<file path="src/rtl/node.sv">
// node: host <-> router endpoint with a 5-packet outbound queue (4-entry FIFO + head register)
// and 4-byte serial framing on both links. Define NODE_PROTOCOL_CHECK_EN for simulation protocol checks.
module node #(
  parameter logic [3:0] NODEID = 4'd0
) (
  input  logic        clock,
  input  logic        reset_n,
  input  logic [31:0] pkt_in,
  input  logic        pkt_in_avail,
  output logic        cQ_full,
  output logic [31:0] pkt_out,
  output logic        pkt_out_avail,
  output logic        free_inbound,
  input  logic        put_inbound,
  input  logic [7:0]  payload_inbound,
  input  logic        free_outbound,
  output logic        put_outbound,
  output logic [7:0]  payload_outbound,
  output logic [2:0]  dbg_send_state,
  output logic [2:0]  dbg_recv_state,
  output logic [3:0]  dbg_node_id
);

  // Handshake: a host strobe counts only while cQ_full is low; a link transfer is put=1 for
  // four consecutive cycles, started only when the receiver's free signal was high.
  typedef enum logic [2:0] {S_IDLE, S_SEND0, S_SEND1, S_SEND2, S_SEND3} send_state_e;
  typedef enum logic [2:0] {R_IDLE, R_RECV1, R_RECV2, R_RECV3, R_DELIVER} recv_state_e;

  send_state_e send_state_q, send_state_d;
  recv_state_e recv_state_q, recv_state_d;

  logic [31:0] fifo_mem_q [4];
  logic [31:0] fifo_mem_d [4];
  logic [1:0]  wr_ptr_q, wr_ptr_d;
  logic [1:0]  rd_ptr_q, rd_ptr_d;
  logic [2:0]  fifo_cnt_q, fifo_cnt_d;
  logic [31:0] head_q, head_d;
  logic        head_valid_q, head_valid_d;
  logic        cq_full_q, cq_full_d;
  logic [23:0] rx_buf_q, rx_buf_d;
  logic [31:0] pkt_out_q, pkt_out_d;
  logic        enq, deq, push, pop;

  // ---------------- send FSM ----------------
  always_ff @(posedge clock) begin
    if (!reset_n) send_state_q <= S_IDLE;
    else          send_state_q <= send_state_d;
  end

  always_comb begin
    send_state_d = send_state_q;
    case (send_state_q)
      S_IDLE:  if (head_valid_q && free_outbound) send_state_d = S_SEND0;
      S_SEND0: send_state_d = S_SEND1;
      S_SEND1: send_state_d = S_SEND2;
      S_SEND2: send_state_d = S_SEND3;
      S_SEND3: send_state_d = S_IDLE;
      default: send_state_d = S_IDLE;
    endcase
  end

  always_comb begin
    put_outbound     = 1'b0;
    payload_outbound = 8'h00;
    case (send_state_q)
      S_SEND0: begin put_outbound = 1'b1; payload_outbound = head_q[31:24]; end
      S_SEND1: begin put_outbound = 1'b1; payload_outbound = head_q[23:16]; end
      S_SEND2: begin put_outbound = 1'b1; payload_outbound = head_q[15:8];  end
      S_SEND3: begin put_outbound = 1'b1; payload_outbound = head_q[7:0];   end
      default: begin put_outbound = 1'b0; payload_outbound = 8'h00;         end
    endcase
  end

  // ---------------- outbound queue ----------------
  // The head is refilled on the same edge it is released, so a waiting packet can start
  // right after the single IDLE cycle that follows SEND3.
  always_comb begin
    fifo_mem_d   = fifo_mem_q;
    wr_ptr_d     = wr_ptr_q;
    rd_ptr_d     = rd_ptr_q;
    head_d       = head_q;
    head_valid_d = head_valid_q;
    enq          = pkt_in_avail && !cq_full_q;
    deq          = (send_state_q == S_SEND3);
    push         = 1'b0;
    pop          = 1'b0;
    if (!head_valid_q || deq) begin
      if (fifo_cnt_q != 3'd0) begin
        head_d       = fifo_mem_q[rd_ptr_q];
        head_valid_d = 1'b1;
        pop          = 1'b1;
        push         = enq;
      end else if (enq) begin
        head_d       = pkt_in;
        head_valid_d = 1'b1;
      end else begin
        head_valid_d = 1'b0;
      end
    end else begin
      push = enq;
    end
    if (push) begin
      fifo_mem_d[wr_ptr_q] = pkt_in;
      wr_ptr_d             = wr_ptr_q + 2'd1;
    end
    if (pop) rd_ptr_d = rd_ptr_q + 2'd1;
    fifo_cnt_d = fifo_cnt_q + {2'b00, push} - {2'b00, pop};
    cq_full_d  = head_valid_d && (fifo_cnt_d == 3'd4);
  end

  // ---------------- receive FSM ----------------
  always_ff @(posedge clock) begin
    if (!reset_n) recv_state_q <= R_IDLE;
    else          recv_state_q <= recv_state_d;
  end

  always_comb begin
    recv_state_d = recv_state_q;
    rx_buf_d     = rx_buf_q;
    pkt_out_d    = pkt_out_q;
    case (recv_state_q)
      R_IDLE: begin
        if (put_inbound) begin
          rx_buf_d     = {rx_buf_q[15:0], payload_inbound};
          recv_state_d = R_RECV1;
        end
      end
      R_RECV1: begin
        rx_buf_d     = {rx_buf_q[15:0], payload_inbound};
        recv_state_d = R_RECV2;
      end
      R_RECV2: begin
        rx_buf_d     = {rx_buf_q[15:0], payload_inbound};
        recv_state_d = R_RECV3;
      end
      R_RECV3: begin
        pkt_out_d    = {rx_buf_q, payload_inbound};
        recv_state_d = R_DELIVER;
      end
      R_DELIVER: recv_state_d = R_IDLE;
      default:   recv_state_d = R_IDLE;
    endcase
  end

  always_comb begin
    free_inbound  = (recv_state_q == R_IDLE);
    pkt_out_avail = (recv_state_q == R_DELIVER);
  end

  // ---------------- datapath registers ----------------
  always_ff @(posedge clock) begin
    if (!reset_n) begin
      wr_ptr_q     <= '0;
      rd_ptr_q     <= '0;
      fifo_cnt_q   <= '0;
      head_q       <= '0;
      head_valid_q <= 1'b0;
      cq_full_q    <= 1'b0;
      rx_buf_q     <= '0;
      pkt_out_q    <= '0;
    end else begin
      wr_ptr_q     <= wr_ptr_d;
      rd_ptr_q     <= rd_ptr_d;
      fifo_cnt_q   <= fifo_cnt_d;
      head_q       <= head_d;
      head_valid_q <= head_valid_d;
      cq_full_q    <= cq_full_d;
      rx_buf_q     <= rx_buf_d;
      pkt_out_q    <= pkt_out_d;
    end
  end

  always_ff @(posedge clock) begin
    fifo_mem_q <= fifo_mem_d;
  end

  assign cQ_full        = cq_full_q;
  assign pkt_out        = pkt_out_q;
  assign dbg_send_state = send_state_q;
  assign dbg_recv_state = recv_state_q;
  assign dbg_node_id    = NODEID;

`ifdef NODE_PROTOCOL_CHECK_EN
  // The router legitimately holds put_inbound through RECV1..RECV3, so only a put during
  // DELIVER is an attempt to start a packet while the node is not free.
  host_overrun_a: assert property (@(posedge clock) disable iff (!reset_n)
    !(pkt_in_avail && cq_full_q))
    else $error("node %0d: pkt_in_avail while cQ_full", NODEID);
  router_overrun_a: assert property (@(posedge clock) disable iff (!reset_n)
    !(put_inbound && recv_state_q == R_DELIVER))
    else $error("node %0d: put_inbound while free_inbound low", NODEID);
`endif

endmodule

</file>
<file path="config.mk">
export PLATFORM = sky130hd
export DESIGN_NAME = node
export DESIGN_NICKNAME = d
export VERILOG_FILES = /design/src/rtl/node.sv
export SDC_FILE = /design/constraint.sdc
export NUM_CORES = 1
export LEC_CHECK = 0
export CORE_UTILIZATION = 50
export CTS_CLUSTER_SIZE = 16
export DETAILED_ROUTE_END_ITERATION = 10
export GPL_TIMING_DRIVEN = 0
export HOLD_SLACK_MARGIN = 0.03
export PLACE_DENSITY = 0.71
export RECOVER_POWER = 100
export SYNTH_ARGS = -nofsm -noshare
export SYNTH_HDL_FRONTEND = slang
export SYNTH_SLANG_ARGS = --single-unit
</file>
<file path="constraint.sdc">
create_clock -name clock -period 3.45 [get_ports clock]
set_clock_uncertainty 0.15 [all_clocks]
set_input_delay 0.5175 -clock clock [delete_from_list [all_inputs] [get_ports clock]]
set_output_delay 0.5175 -clock clock [all_outputs]
set_load 0.005 [all_outputs]
</file>
== Word-level counts from Yosys, hierarchy flattened ==
Index checks and enable logic that the tools add are counted.
Word-level totals
  flip-flop bits (word level): 231
  latch bits: 0
  memory bits (writable): 0
  ROM bits: 0
  input port bits: 45
  output and inout bits: 54
  word-level logic and storage cells: 73
  memories: 0
Cells by class
  add/subtract/negate cells: 4
  multipliers: 0
  divide/modulo/power cells: 0
  magnitude comparators: 3
  equal/unequal tests: 11
  shift-type cells: 0
  muxes and demuxes: 23
  bitwise logic cells: 2
  reductions and logical operators: 16
Operators by type and width (count)
  32-bit two-way mux: 5
  128-bit bitwise mux: 1
  32-bit binary-select mux with 2-bit select: 1
  32-bit demux with 2-bit select: 1
  24-bit case mux with 2 select lines: 1
  8-bit case mux with 4 select lines: 1
  24-bit two-way mux: 1
  3-bit case mux with 4 select lines: 2
  3-bit by 2-bit equality test with 1-bit output (second input constant): 4
  3-bit equality test (second input constant): 3
  1-bit two-way mux: 8
  3-bit by 1-bit equality test with 1-bit output (second input constant): 2
  3-bit greater-or-equal comparator (second input constant): 2
  3-bit logical NOT: 2
  3-bit two-way mux: 2
  2-bit inverter with 3-bit output: 2
  2-bit by 1-bit adder with 2-bit output (second input constant): 2
  1-bit logical AND: 4
  2-bit AND reduction: 2
  2-bit nonzero test: 2
  4-bit OR reduction: 1
  3-bit by 1-bit adder with 3-bit output: 1
  3-bit by 1-bit < comparator with 1-bit output (second input constant): 1
  3-bit nonzero test: 1
  6 further kinds: 7

== Longest topological paths before layout ==
  depth after elaboration: 8
  gate-level depth with buffers: 11
  depth with buffers taken out: 11

== Worst setup path before layout ==
Ideal clock, no wire load.
  path kind: flip-flop to flip-flop
  from: register send_state_q[2] (netlist: dbg_send_state[2])
  to: register fifo_cnt_q[2]
  setup time: 0.115 ns
  arrival time: 2.363 ns
  data required time: 3.185 ns
  slack: 0.822 ns
  cell stages (with the launch flop): 12
  buffers on the path: 0
  clock period less this slack: 2.628 ns
  cells stage by stage: dfxtp_1 > or3b_4 > nand2_1 > a21oi_1 > inv_1 > ha_1 > inv_1 > ha_1 > fa_1 > xor2_1 > xnor2_1 > and2_1
On the way
  longest elaborated chain between the ends: 5
  elaborated cells on any way between the ends: 6
  classes of those cells: add/sub: 2; eq/ne: 1; mux: 2; reduce/logical: 1
RTL lines
  from (decl): line 29  | send_state_e send_state_q, send_state_d;
  from (signal assigned): line 47  | else send_state_q <= send_state_d;
  3-bit equality test (*): line 84  | deq = (send_state_q == S_SEND3);
  1-bit logical OR (*): line 87  | if (!head_valid_q || deq) begin
  1-bit two-way mux: line 87
  3-bit by 1-bit adder with 3-bit output: line 107  | fifo_cnt_d = fifo_cnt_q + {2'b00, push} - {2'b00, pop};
  3-bit by 1-bit subtractor with 3-bit output (*): line 107
  to (signal assigned): line 164  | fifo_cnt_q <= fifo_cnt_d;
  to (decl): line 36  | logic [2:0] fifo_cnt_q, fifo_cnt_d;
Mark *: on every way between the ends. The rest lies on a longest branch, timed or not.
A chain may end at the register's enable or synchronous reset.

== Worst setup path in the final report ==
  from: register send_state_q[0] (netlist: dbg_send_state[0])
  to: output payload_outbound[0]
On the way
  longest elaborated chain between the ends: 2
  elaborated cells on any way between the ends: 5
  classes of those cells: eq/ne: 4; mux: 1
RTL lines
  3-bit equality test (tied with other cells): line 65  | case (send_state_q)
  8-bit case mux with 4 select lines (*): line 65
  to (decl): line 18  | output logic [7:0] payload_outbound,
Marks and branches as above.

==> results.rst <==
.. list-table::
   :header-rows: 1

   * - Metric
     - Value
   * - Outcome
     - complete, no violations
   * - Buffer type at the clock tree root
     - clkbuf_16
   * - Area of the die
     - 18300 um^2
   * - Max clock buf depth
     - 3
   * - Num rows
     - 48
   * - Final-layout fill cell count
     - 1324
   * - HP Class
     - flip-flop to flip-flop
   * - Gate Count Post-Synth
     - 716
   * - CTS-repair resized insts
     - 0
   * - Die Y
     - 135 um
   * - Clock transition at path regs
     - 60 ps
   * - Transition time at the pin with the least slew margin
     - 1040 ps
   * - Area of the multi-input gates
     - 2700 um^2
   * - Fin. Hold Viols
     - 0
   * - RD Place Congestion
     - 0.892
   * - Net count reported at finish
     - 891
   * - Combined global-route utilization of all metal layers
     - 22.1%
   * - Reported max-cap violation count
     - 0
   * - Netlist area before placement
     - 8890 um^2
   * - DIE WIDTH
     - 135 um
   * - Clock tree from TritonCTS
     - yes
   * - Antenna viol nets, final
     - 0
   * - Pre-CTS setup slack
     - 92.5 ps
   * - Sequential element share of the synthesized area
     - 66.5%
   * - Effective utilization at floorplan
     - 51.4%
   * - Router iterations before antenna repair
     - 5
   * - First-pass GRT wire length
     - 31200 um
   * - Initial antenna violation count
     - 2
   * - Htree depth
     - 1
   * - Async set-reset flop share out of synthesis
     - 0%
   * - Vias per Instance
     - 5.46
   * - Largest net degree at the start of global routing
     - 33
   * - Area Growth Syn to Fin
     - 23.6%
   * - Yosys top cell by area
     - edfxtp_1
   * - Iter 0 DRT Violations
     - 338
   * - Total power per unit cell area
     - 759 nW/um^2
   * - Max-slew violation count
     - 0
   * - Top-count cell post-synth
     - nand2_1
   * - Number of buffers created by CTS
     - 24
   * - I/O Buffers
     - 94
   * - Worst-path maximum fanout
     - 10
   * - Setup Crit Path Kind
     - flip-flop to primary output
   * - # DRC
     - 0
   * - Post-placement cell area
     - 10100 um^2
   * - Post-synthesis average cell area
     - 12.4 um^2
   * - Insertion delay to the later sink of the worst-skew pair
     - 500 ps
   * - Tmin final
     - 3270 ps
   * - Unrepaired setup endpoints after global routing
     - no
   * - Peak ir drop on the vdd network
     - 0.494 mV
   * - Final wirelength
     - 19700 um
   * - Hold-fix buffers at CTS
     - 0
   * - Setup slack after layout
     - 181 ps
   * - Global-route congestion overflow total
     - 0
   * - IO Pins
     - 99
   * - Yosys warning total
     - 0
   * - Max transition margin
     - 30.7%
   * - Fmax
     - 306 MHz
   * - Via count
     - 5922
   * - Number of library cell types mapped by synthesis
     - 37
   * - Most area-consuming cells after synthesis
     - edfxtp_1 (43%), dfxtp_1 (23%), mux4_2 (8.1%)
   * - Final number of setup-violating endpoints
     - 0
   * - Non-filler instance count after layout
     - 1084
   * - Vias in the first global route
     - 5962
   * - Sum of internal, switching and leakage power
     - 8.34 mW
   * - DP HPWL
     - 13000 um
   * - Final core occ
     - 63.5%
   * - Core ar.
     - 17300 um^2
   * - Data required time at the worst endpoint
     - 2780 ps
   * - Average wire per cell in the routed design
     - 18.1 um
   * - Register area
     - 5910 um^2
   * - Data arrival, critical path
     - 2600 ps
   * - Period utilization
     - 94.7%
   * - Critical path capture point type
     - primary output
   * - Share of layout cells above drive strength 1
     - 11.7%
   * - Number of enable-type register cells in the synthesized netlist
     - 128
   * - Cell count after placement
     - 1038
   * - Hold Slack
     - 302 ps
   * - Main synth FF type
     - edfxtp_1
   * - Setup repair bufs after CTS
     - 0
   * - Share of the synthesized area in the top cell type
     - 43.3%
   * - Total non-filler cell area in the finished layout
     - 11000 um^2
   * - Yosys reg bits
     - 231
   * - Total number of clock tree sinks
     - 231
   * - Setup TNS Final
     - 0 ps
   * - Total leakage power
     - 3.88 nW
   * - Startpoint kind of the worst setup timing path
     - flip-flop
   * - Most common library cells after synthesis
     - nand2_1 (191), edfxtp_1 (128), dfxtp_1 (103)
==> per-layer routing <==
layer	track usage, %	part of all wire, %	vias to the layer above
met1	29.7	44	2903
li1	-	-	2803
met5	0	0	-
met3	3.37	5.5	31
met2	37.3	49	185
met4	6.55	2.0	0
==> final cells by class <==
cell class | instances | area share, %
Clock buffer | 35 | 6.88
Tap cell | 225 | 2.56
Inverter | 8 | 0.273
Multi-Input combinational cell | 427 | 24.5
Timing Repair Buffer | 94 | 8.57
Antenna cell | 2 | 0.0456
Clock inverter | 9 | 1.13
Sequential cell | 231 | 53.8
Buffer | 53 | 2.22
==> state kept, by name, indices dropped and copies added (netlist names) <==
name / cells
fifo_mem_q: 128
rx_buf_q: 24
fifo_cnt_q: 3
cQ_full: 1
rd_ptr_q: 2
head_q: 32
dbg_recv_state: 3
wr_ptr_q: 2
pkt_out: 32
dbg_send_state: 3
head_valid_q: 1
==> cell usage in the layout, fill, tap and decap left out, types with 4 or more instances in the layout <==
| cell | netlist | final |
|---|---|---|
| nand2_1 | 191 | 191 |
| dlygate4sd3_1 | 0 | 80 |
| a31oi_1 | 33 | 33 |
| mux2_2 | 8 | 8 |
| buf_4 | 4 | 4 |
| clkbuf_1 | 35 | 43 |
| o21ai_0 | 13 | 13 |
| ha_1 | 6 | 6 |
| a22oi_1 | 8 | 9 |
| clkbuf_8 | 0 | 5 |
| inv_1 | 7 | 7 |
| o21ai_1 | 27 | 27 |
| edfxtp_1 | 128 | 128 |
| xnor2_1 | 6 | 6 |
| dfxtp_1 | 103 | 103 |
| buf_2 | 11 | 6 |
| nor2_1 | 10 | 10 |
| clkdlybuf4s50_1 | 0 | 14 |
| clkinv_2 | 0 | 5 |
| clkbuf_16 | 0 | 27 |
| mux4_2 | 32 | 32 |
| a21oi_1 | 60 | 60 |
| and2_2 | 0 | 4 |
| conb_1 | 1 | 4 |
==> final timing paths <==
| check | from | to | slack (ps) | depth (start not counted) |
|---|---|---|---|---|
| setup / recovery | dbg_send_state[0]$_SDFFE_PN0P_ | payload_outbound[0] | 180 | 5 |
| hold / removal | pkt_out[19]$_SDFFE_PN0P_ | pkt_out[19]$_SDFFE_PN0P_ | 300 | 2 |
| setup reg to reg | dbg_send_state[0]$_SDFFE_PN0P_ | cQ_full$_SDFF_PN0_ | 430 | 11 |
| hold reg to reg | pkt_out[19]$_SDFFE_PN0P_ | pkt_out[19]$_SDFFE_PN0P_ | 300 | 2 |
==> worst max-delay path, cell delays in order, from the launching register on <==
cell	delay [ps]
dfxtp_1	450
buf_2	300
mux2_2	370
a22oi_1	170
o21ai_0	180
dlygate4sd3_1	630
==> cell families after synthesis <==
group | share of synthesized area, %
mux | 9.35
other cells | 0.0422
flops | 66.5
buf+inv | 3.15
xor+xnor | 0.690
compound gates | 9.19
fa+ha+maj | 1.07
simple gates | 10.0
==> where the power goes <==
part / internal, mW / switching, mW / leakage [nW] / total [mW]
clock: 1.75 / 1.03 / 0.438 / 2.78
combinational: 0.846 / 1.13 / 1.43 / 1.97
sequential: 3.38 / 0.207 / 2.01 / 3.59
Note: power is estimated with default switching activity, not from simulation.
==> RTL change, RTL diff (same flow settings) <==
Put one more register stage on the output `dbg_recv_state`, without a reset. The value now appears one clock later. The other outputs are not delayed to match.
--- a/src/rtl/node.sv
+++ b/src/rtl/node.sv
@@ -177,7 +177,9 @@
   assign cQ_full        = cq_full_q;
   assign pkt_out        = pkt_out_q;
   assign dbg_send_state = send_state_q;
-  assign dbg_recv_state = recv_state_q;
+  always_ff @(posedge clock) begin
+    dbg_recv_state <= recv_state_q;
+  end
   assign dbg_node_id    = NODEID;
 
 `ifdef NODE_PROTOCOL_CHECK_EN
Check against the original RTL: not equivalent (a bounded check fails within 4 cycles, from zero or initial values and one cycle with reset_n low).
==> RTL change against the original RTL <==
- power down 4.6%
- sequential cell count up 3
- routed wire length down 0.26%
- count of clock-buffer cells in the layout is the same
- register-to-register slack worse by 0.02 ns
- non-clock buffer count is 4 higher
- setup slack gained 0.023 ns
- global-route usage shrank 0.077 points
- synthesized area increased by 0.55%
- final area is 0.48% lower
- synthesized cell count increased by 0.42%
- largest cell class unchanged
==> RTL change: results <==
metrics = {
    "power_and_ir_drop": {
        "p_clk_share_pct": 29.9,
        "power.internal_uw": 5619,
        "cellPowerDensity_nw_per_um2": 727.7,
        "ir_drop_mv": 0.6145,
        "leakage_uw": 0.003844,
    },
    "layout": {
        "top_register": "fifo_mem_q",
        "drive_gt1_share_pct": 10.76,
        "final_nets": 898,
        "fill_cells": 1329,
        "seqCellArea_sq_um": 5966,
        "n_antenna_cell": 0,
    },
    "synthesis": {
        "syn_avg_cell_area_sq_um": 12.43,
        "seq_area_frac_synth_pct": 66.77,
        "synth-edff-count": 128,
        "ys_top_cells_by_area": "edfxtp_1 (43%), dfxtp_1 (24%), mux4_2 (8.1%)",
        "muxShareOfSynthArea_pct": 9.298,
        "synthAdderAreaFrac_pct": 1.064,
        "synth-compound-area-share_pct": 9.144,
        "synth_commonest_cells": "nand2_1 (191), edfxtp_1 (128), dfxtp_1 (106)",
        "synthXorXnorAreaFrac_pct": 0.6862,
        "ys_types": 36,
    },
    "global_routing": {
        "grt_pass1_vias": 5888,
        "grt_max_degree": 25,
        "grtUsageTotal_pct": 22.04,
        "grt_first_pass_wirelength_um": 31080,
        "antenna_found_initial": 1,
    },
    "critical_path": {
        "critPathLaunch": "dbg_send_state[0]",
        "r2r_cells": 5,
        "critical_path_arrival_ns": 2.58,
        "slowest_delay_ns": 0.62,
        "r2r_start": "dbg_send_state[1]",
    },
    "hold_path": {
        "hp-class": "reg -> reg",
        "hold_depth": 0,
        "min_from": "recv_state_q[0]",
    },
    "placement": {
        "globalplace.congestion": 0.8398,
        "dp_hpwl_um": 13380,
        "pre_cts_ws_ns": 0.08228,
        "dp_cells": 1045,
        "placed_area_sq_um": 10250,
    },
    "clock_network": {
        "clk_latency_ns": 0.50,
        "cts_num_sinks": 234,
        "clockBufferDepth": 3,
    },
    "timing": {
        "tightest_slew_ns": 0.8589,
    },
    "drt": {
        "vias": 5986,
        "detailedRoute.firstIterationViolations": 487,
        "detail_route.first_pass.iterations": 6,
        "routed_wl_um": 19610,
        "detail_route.wl_per_cell_um": 18.01,
    },
    "run_status": {
        "status": "completed",
    },
}
RTL change: per-layer routing:
layer	vias up	track usage, %	part of all wire (%)
li1	2823	-	-
met1	2915	29.49	44
met2	203	36.93	48
met3	43	3.517	5.5
met5	-	0	0.061
met4	2	6.617	2.5
RTL change: area by class of cell:
type,instances,area share (%)
repair buffers,98,9.227
flip-flops and latches,234,54.59
clock buffers,35,6.251
multi-input cells,427,24.61
inverters,8,0.2748
plain buffers,53,2.049
well taps,225,2.576
clock inverters,9,0.4236
RTL change: path summary, 6_finish.rpt:
path | end | slack (ns)
setup / recovery | payload_outbound[5] | 0.20
hold reg to reg | dbg_recv_state[0] | 0.21
hold / removal | dbg_recv_state[0] | 0.21
setup reg to reg | fifo_mem_q[109] | 0.41
RTL change: critical path, delay by kind of cell (launching register included):
kind,cells,cell delay [ns]
buffers and inverters,2,0.91
AO/OA/AOI/OAI,2,0.36
multiplexers,1,0.36
flip-flops,1,0.44
